File: config.mk
export PLATFORM = sky130hd
export DESIGN_NAME = ysyx_22041207_seq_mul
export DESIGN_NICKNAME = d
export VERILOG_FILES = /design/src/rtl/ysyx_22041207_seq_mul.sv
export SDC_FILE = /design/constraint.sdc
export NUM_CORES = 1
export LEC_CHECK = 0
export ABC_AREA = 1
export CAP_MARGIN = 10
export CORE_UTILIZATION = 45
export DETAILED_ROUTE_END_ITERATION = 10
export PLACE_DENSITY = 0.64
export SETUP_SLACK_MARGIN = 0.15
export SKIP_LAST_GASP = 1
export SLEW_MARGIN = 20
export SYNTH_ARGS = -nofsm -noshare
export SYNTH_HDL_FRONTEND = slang
export SYNTH_SLANG_ARGS = --single-unit
File: constraint.sdc
create_clock -name clk -period 6.9 [get_ports clk]
set_input_delay 0.69 -clock clk [delete_from_list [all_inputs] [get_ports clk]]
set_output_delay 0.69 -clock clk [all_outputs]
set_load 0.03 [all_outputs]
File: src/rtl/ysyx_22041207_seq_mul.sv
// rtl/ysyx_22041207_seq_mul.sv - iterative radix-2 shift-add multiplier for RV64M MUL/MULH/MULHSU/MULHU/MULW
module ysyx_22041207_seq_mul #(
    parameter int XLEN  = 64,
    parameter int CNT_W = 7
) (
    input  logic            clk,
    input  logic            rst,
    input  logic            mul_valid,
    input  logic            flush,
    input  logic            mulw,
    input  logic [1:0]      mul_signed,
    input  logic [XLEN-1:0] multiplicand,
    input  logic [XLEN-1:0] multiplier,
    output logic            mul_ready,
    output logic            out_valid,
    output logic [XLEN-1:0] result_hi,
    output logic [XLEN-1:0] result_lo
);

    typedef enum logic [1:0] {
        S_IDLE = 2'd0,
        S_BUSY = 2'd1,
        S_DONE = 2'd2
    } state_t;

    state_t state, state_nxt;

    logic [XLEN-1:0]   mcand;
    logic [XLEN-1:0]   mplier;
    logic [XLEN-1:0]   acc_hi;
    logic [CNT_W-1:0]  cnt;
    logic              neg;
    logic              word;

    logic              a_sgn, b_sgn;
    logic              a_neg, b_neg;
    logic [XLEN-1:0]   a_ext, b_ext, a_mag, b_mag;
    logic              accept;

    logic [XLEN:0]     sum;
    logic [XLEN-1:0]   acc_hi_nxt, mplier_nxt;
    logic              last;
    logic [2*XLEN-1:0] prod, prod_s;
    logic [XLEN-1:0]   res_hi_nxt, res_lo_nxt;

    // 2'b01 decodes as fully unsigned: only the high bit marks A as signed.
    always_comb begin
        a_sgn = mul_signed[1];
        b_sgn = &mul_signed;
        a_ext = multiplicand;
        b_ext = multiplier;
        if (mulw) begin
            a_ext = a_sgn ? {{(XLEN-32){multiplicand[31]}}, multiplicand[31:0]}
                          : {{(XLEN-32){1'b0}}, multiplicand[31:0]};
            b_ext = b_sgn ? {{(XLEN-32){multiplier[31]}}, multiplier[31:0]}
                          : {{(XLEN-32){1'b0}}, multiplier[31:0]};
        end
        a_neg = a_sgn & a_ext[XLEN-1];
        b_neg = b_sgn & b_ext[XLEN-1];
        // The most-negative value negates to itself, which read unsigned is exactly 2^(XLEN-1).
        a_mag = a_neg ? -a_ext : a_ext;
        b_mag = b_neg ? -b_ext : b_ext;
    end

    assign accept = (state == S_IDLE) && mul_valid && !flush;

    always_comb begin
        sum        = mplier[0] ? ({1'b0, acc_hi} + {1'b0, mcand}) : {1'b0, acc_hi};
        acc_hi_nxt = sum[XLEN:1];
        mplier_nxt = {sum[0], mplier[XLEN-1:1]};
        last       = (cnt == (word ? CNT_W'(31) : CNT_W'(XLEN-1)));
        // After 32 steps the word product sits straddling acc_hi and the top of mplier.
        prod       = word ? {{(2*XLEN-64){1'b0}}, acc_hi_nxt[31:0], mplier_nxt[XLEN-1 -: 32]}
                          : {acc_hi_nxt, mplier_nxt};
        prod_s     = neg ? -prod : prod;
        res_lo_nxt = word ? {{(XLEN-32){prod_s[31]}}, prod_s[31:0]} : prod_s[XLEN-1:0];
        res_hi_nxt = word ? {XLEN{prod_s[31]}} : prod_s[2*XLEN-1:XLEN];
    end

    always_ff @(posedge clk or negedge rst) begin
        if (!rst) begin
            state <= S_IDLE;
        end else begin
            state <= state_nxt;
        end
    end

    always_comb begin
        state_nxt = state;
        case (state)
            S_IDLE:  if (accept) state_nxt = S_BUSY;
            S_BUSY: begin
                if (flush)     state_nxt = S_IDLE;
                else if (last) state_nxt = S_DONE;
            end
            S_DONE:  state_nxt = S_IDLE;
            default: state_nxt = S_IDLE;
        endcase
    end

    always_comb begin
        mul_ready = (state == S_IDLE);
        out_valid = (state == S_DONE);
    end

    always_ff @(posedge clk or negedge rst) begin
        if (!rst) begin
            mcand     <= '0;
            mplier    <= '0;
            acc_hi    <= '0;
            cnt       <= '0;
            neg       <= 1'b0;
            word      <= 1'b0;
            result_hi <= '0;
            result_lo <= '0;
        end else if (accept) begin
            mcand  <= a_mag;
            mplier <= b_mag;
            acc_hi <= '0;
            cnt    <= '0;
            neg    <= a_neg ^ b_neg;
            word   <= mulw;
        end else if (state == S_BUSY && !flush) begin
            acc_hi <= acc_hi_nxt;
            mplier <= mplier_nxt;
            cnt    <= cnt + CNT_W'(1);
            if (last) begin
                result_hi <= res_hi_nxt;
                result_lo <= res_lo_nxt;
            end
        end
    end

endmodule

==> out/qor.csv, run 1 <==
metric,value,unit
antenna_found_initial,2,
p_int,5.07,mW
cts_max_path_buffers,3,
worstMarginPinSlew,1.10,ns
post-route-drc-count,0,
port_buffers,264,
syn_to_final_growth,15.9,%
initial_core_util,45.4,%
ff2ff_setup_slack,2.20,ns
synth_seq_cells,331,
routed_via_density,5.49,
syn_nets,5089,
die_w,257,microns
rows,93,
place_inst,5861,
syn_area,29200,sq um
regArea,8290,sq um
powerDensity,308,nW/um^2
io_pins,265,
grt_max_degree,170,
clock.fmax,213,MHz
max-vdd-ir-drop,0.187,mV
timing.final.ws_setup,2.20,ns
comb_power_share,52.6,%
cts_tree,built,
yosysSeqAreaShare,28.4,%
critPathKind,flop to flop,
ctsHoldBuffers,0,
dieArea,65900,sq um
nNetsFinal,5253,
drive_gt1_share,3.94,%
path_cells,buf_4 > nand2_1 > o21ai_1 > ha_1 > nand3_1 > nor2_1 > nand2_2 > nor2_2 > nand3_1 > nor2_2 > nand3_1 > nor2_1 > nand2_1 > nor2_1 > nand3_1 > nor2_1 > nand3_1 > nor3_1 > nand2_1 > nand4_1 > nand2_1 > nor2_1 > nor2_1,
status,"complete, no violations",
overflow,0,
core_area,64300,sq um
clock_power_share,21.4,%
p_total,10.4,mW
cts_num_sinks,331,
required,7.39,ns
cts_root_buf,clkbuf_16,
startpoint_type,flop,
nFillCells,6814,
switching_power,5.35,mW
hold_path.class,input port to asynchronous set/reset pin,
setup_tns,0,ns
post-cts-setup-buffers,0,
final_core_util,52.6,%
first_global_vias,30800,
dpl.hpwl,102000,microns
clkTransAtPathRegs,0.06,ns
yosysWarnings,0,
cp_slowest_cell,buf_4,
swShare,51.3,%
finalSetupViolCount,0,
cp_max_fo,68,
grt_pass1_wl,190000,microns
multiInputGateArea,17500,sq um
firstDrtPassIters,6,
worstPathArrival,5.19,ns
cp_common_cell,nor2_1,
end_kind,flop,
die_h,257,microns
power.leakage,17.3,nW
cpPeakStageDelay,0.65,ns
maxCapViolations,0,
fin_cells,5934,
drv_slew,0,
gp_congestion,1.03,
post_cts_resized,0,
grt_use_total,38.1,%
fin_crit_sh,68.1,%
p_seq_share,26.0,%
dp_slack,2.32,ns
avgSynthCellArea,5.98,sq um
syn-instance-count,4885,
ant_nets,0,
maxSlewHeadroom,25.6,%
rsz0062_at_grt,no,
final_cell_mix,"nand2_1 (1548), inv_1 (701), nor2_1 (509)",
wire_per_inst,21.5,microns
h-tree-depth,2,
cts_made_buffers,41,
drt_iter0_markers,3278,
drt-total-wl,127000,microns
finalHoldViolations,0,
vias,32600,
worst_clock_skew,0.0288,ns
period_needed,4.70,ns
synth.distinct_cells,59,
insertion_delay,0.60,ns
final_common_cell,nand2_1,
-- worst max-delay path: cells and delay by family, from the launching register on --
family / cells / cell delay [ns]
AOI/OAI and AO/OA: 1 / 0.22
adders and majority gates: 1 / 0.23
buffers and inverters: 1 / 0.65
DFF: 1 / 0.60
and+or+nand+nor: 20 / 2.83
-- cell usage after synthesis, drive strengths merged --
master	number	area share, %
nand2	1558	20
inv	711	9.1
nor2	533	7.2
o21ai	421	7.4
nand3	407	7.1
dfrtp	331	28
a21oi	187	3.3
xor2	101	3.0
clkbuf	99	1.3
nor3	79	1.4
buf	74	1.4
ha	68	2.9
nand4	53	1.1
o22ai	46	0.99
xnor2	43	1.3
or2	38	0.81
a31oi	27	0.58
nand3b	21	0.54
nor4	18	0.39
o211ai	15	0.39
o31ai	9	0.23
o21bai	7	0.18
and2	6	0.13
o32a	4	0.14
a21boi	3	0.077
and3	3	0.064
o32ai	3	0.090
o41ai	3	0.090
or3	3	0.064
nor3b	2	0.051
or4	2	0.051
a211oi	1	0.026
a21o	1	0.026
a22oi	1	0.026
a31o	1	0.030
fa	1	0.069
nor4b	1	0.030
o211a	1	0.034
o221ai	1	0.030
o22a	1	0.030
o311ai	1	0.030
-- state kept, by name, indices dropped and copies added (netlist names) --
register and count:
acc_hi 64, mcand 64, mplier 64, cnt 7, neg 1, word 1
result_lo 64, result_hi 64, state 2
-- power groups by stage --
stage          Sequential (mW)  Combinational [mW]  Clock (mW)
6_report                  2.71                5.48        2.23
5_1_grt                   2.71                6.00        2.32
4_1_cts                   2.69                5.36        2.25
3_5_place_dp              2.72                5.33           0
3_3_place_gp              2.72                5.33           0
2_1_floorplan             2.42                3.62           0
-- routing by layer --
metal | vias to the layer above | global-route usage (%) | wire [microns]
met1 | 15000 | 47.6 | 51800
li1 | 15900 | - | -
met4 | 0 | 25.1 | 9420
met5 | - | 0 | 0
met3 | 323 | 4.11 | 7640
met2 | 1322 | 62.3 | 58500
-- metrics by stage --
step | area, sq um | hold WS [ns]
after detailed placement | 32500 | 0.473
after floorplan | 29200 | 0.394
after global placement | 32500 | 0.468
final | 33900 | 0.117
after CTS | 33900 | 0.149
after global routing | 33900 | 0.182
-- kinds of logic (layout without fill, tap and decap cells) --
| kind of cell | Yosys count | after routing | share of synthesized area, % |
|---|---|---|---|
| AO/OA/AOI/OAI | 733 | 733 | 13.6 |
| XOR/XNOR | 144 | 144 | 4.32 |
| adder cells (fa/ha/maj) | 69 | 69 | 2.98 |
| buffers and inverters | 884 | 1077 | 11.8 |
| flip-flops | 331 | 331 | 28.4 |
| other | 0 | 1 | 0 |
| AND/OR/NAND/NOR | 2724 | 2724 | 39.0 |
-- worst paths after layout --
path	startpoint	cells after the start	to
worst min-delay path	rst	1	mcand[47]
min in group clk	result_lo[30]	2	result_lo[30]
worst max register to register	word	23	result_hi[16]
worst max-delay path	word	23	result_hi[16]
max in group asynchronous	rst	2	neg
worst min register to register	result_lo[30]	2	result_lo[30]
-- area by class of cell --
type | instances | share of cell area, %
timing repair buffer | 294 | 8.60
tap | 855 | 3.16
inverter | 711 | 7.89
multi-input combinational | 3670 | 51.8
clock inverter | 12 | 0.418
antenna | 1 | 0.00739
sequential | 331 | 24.5
clock buffer | 60 | 3.60
Note: power is estimated with default switching activity, not from simulation.
==> run 2: changes to the inputs <==
clock period = 4.65 ns   (was 6.9 ns; I/O delays follow)
==> run 2 against run 1 <==
  * Combinational power is 49% higher
  * Sequential share of layout area fell by 0.24 points
  * Wire length is 0.52% higher
  * Worst setup slack worse by 1.8 ns
  * Clock power increased by 61%
  * Register-to-register slack worse by 1.8 ns
  * Largest power group unchanged
==> out/qor.csv, run 2 (synthesis results as in run 1) <==
metric,value,unit
status,"complete, no violations",
io_pins,265,
drt-total-wl,128000,microns
nNetsFinal,5269,
critPathKind,flop to flop,
end_kind,flop,
r2r_cells,22,
die_w,257,microns
drive_gt1_share,4.41,%
max-vdd-ir-drop,0.320,mV
ff2ff_setup_slack,0.42,ns
maxSlewHeadroom,26.6,%
postLayoutCellArea,34200,sq um
worstPathArrival,4.71,ns
cp_max_fo,26,
cpPeakStageDelay,0.63,ns
syn_to_final_growth,17.0,%
period_needed,4.23,ns
rsz0062_at_grt,no,
vias,32800,
maxCapViolations,0,
setup_tns,0,ns
drt_iter0_markers,3421,
grt_pass1_wl,190000,microns
h-tree-depth,2,
hold_path.class,input port to asynchronous set/reset pin,
antenna_found_initial,4,
wire_per_inst,21.5,microns
insertion_delay,0.60,ns
overflow,0,
r2r_end,result_hi[40],
finalSetupViolCount,0,
firstDrtPassIters,7,
required,5.13,ns
routed_via_density,5.51,
power.leakage,17.4,nW
final_cell_mix,"nand2_1 (1548), inv_1 (701), nor2_1 (508)",
startpoint_type,flop,
dpl.hpwl,103000,microns
cp_slowest_cell,dfrtp_4,
cp_top_family,simple AND/OR/NAND/NOR gates,
finalHoldViolations,0,
path_cells,buf_12 > o21ai_1 > ha_1 > nand3_1 > nor2_1 > nand2_2 > nor2_2 > nand4_1 > nor3_2 > nand2_1 > nor2_1 > nand2_1 > nor2_2 > nand3_1 > nor2_2 > nand4_1 > nand2_2 > nand2_1 > nand2_1 > nand3_1 > nand2_1 > inv_1,
cts_tree,built,
clock.fmax,236,MHz
placed_area,32700,sq um
cp_common_cell,nand2_1,
gp_congestion,1.05,
cts_num_sinks,331,
critPathBufInv,2,
clkTransAtPathRegs,0.06,ns
initial_core_util,45.4,%
cts_made_buffers,41,
dieArea,65900,sq um
grt_use_total,38.1,%
die_h,257,microns
port_buffers,264,
hold_slack,0.395,ns
nFillCells,6820,
cts_max_path_buffers,3,
r2r_start,word,
rows,93,
core_area,64300,sq um
ant_nets,0,
worstMarginPinSlew,1.09,ns
grt_max_degree,214,
first_global_vias,30900,
post-route-drc-count,0,
p_total,15.8,mW
powerDensity,462,nW/um^2
cts_root_buf,clkbuf_16,
drv_slew,0,
final_common_cell,nand2_1,
fin_crit_sh,90.9,%
worst_clock_skew,0.0262,ns
[run 2: timing repair]
| action | 4_1_cts | 5_1_grt |
|---|---|---|
| hold buffers | 1 | 0 |
| endpoints found under the setup margin | 0 | 11 |
| gates resized for setup | 0 | 3 |
| endpoints found under the hold margin | 48 | 0 |
| buffers inserted | 0 | 1 |
[run 2: final cells by class]
| class | count | area, sq um | area share [%] |
|---|---|---|---|
| Clock inverter | 22 | 330 | 0.966 |
| Tap cell | 855 | 1070 | 3.13 |
| Antenna cell | 4 | 10.0 | 0.0293 |
| Clock buffer | 53 | 1160 | 3.40 |
| Multi-Input combinational cell | 3670 | 17500 | 51.3 |
| Timing Repair Buffer | 310 | 3110 | 9.09 |
| Sequential cell | 331 | 8290 | 24.3 |
| Inverter | 711 | 2670 | 7.81 |
[run 2: how the worst max path moves through the flow]
stage	startpoint	end	slack [ns]	cells after the start
6_report	word	result_hi[40]	0.42	22
5_1_grt	word	result_hi[32]	0.15	22
4_1_cts	mcand[0]	result_hi[28]	0.49	23
3_5_place_dp	mcand[0]	result_hi[28]	0.54	23
3_3_place_gp	word	result_hi[40]	0.55	22
2_1_floorplan	mcand[0]	result_hi[20]	1.57	24
[run 2: power by group]
| part | internal [mW] | leakage, nW | switching, mW |
|---|---|---|---|
| Combinational | 2.29 | 12.4 | 5.88 |
| Clock | 2.17 | 0.720 | 1.43 |
| Sequential | 3.34 | 4.34 | 0.698 |
| Total | 7.80 | 17.4 | 8.01 |
[run 2: through the flow]
| step | worst slack, ns | utilization (%) | cells |
|---|---|---|---|
| finish | 0.421 | 53.1 | 5956 |
| global route | 0.151 | 53.1 | 5952 |
| CTS | 0.495 | 53.1 | 5951 |
| detailed placement | 0.543 | 50.7 | 5875 |
| global placement | 0.548 | 50.7 | 5875 |
| floorplan | 1.57 | - | 4885 |
[run 2: layer usage]
layer  part of all wire, %  vias up  GRT usage (%)
li1                      -    15900              -
met1                    40    15100           46.8
met2                    45     1440           61.6
met3                   6.5      365           5.08
met4                   8.1        2           27.5
met5                 0.010        -              0
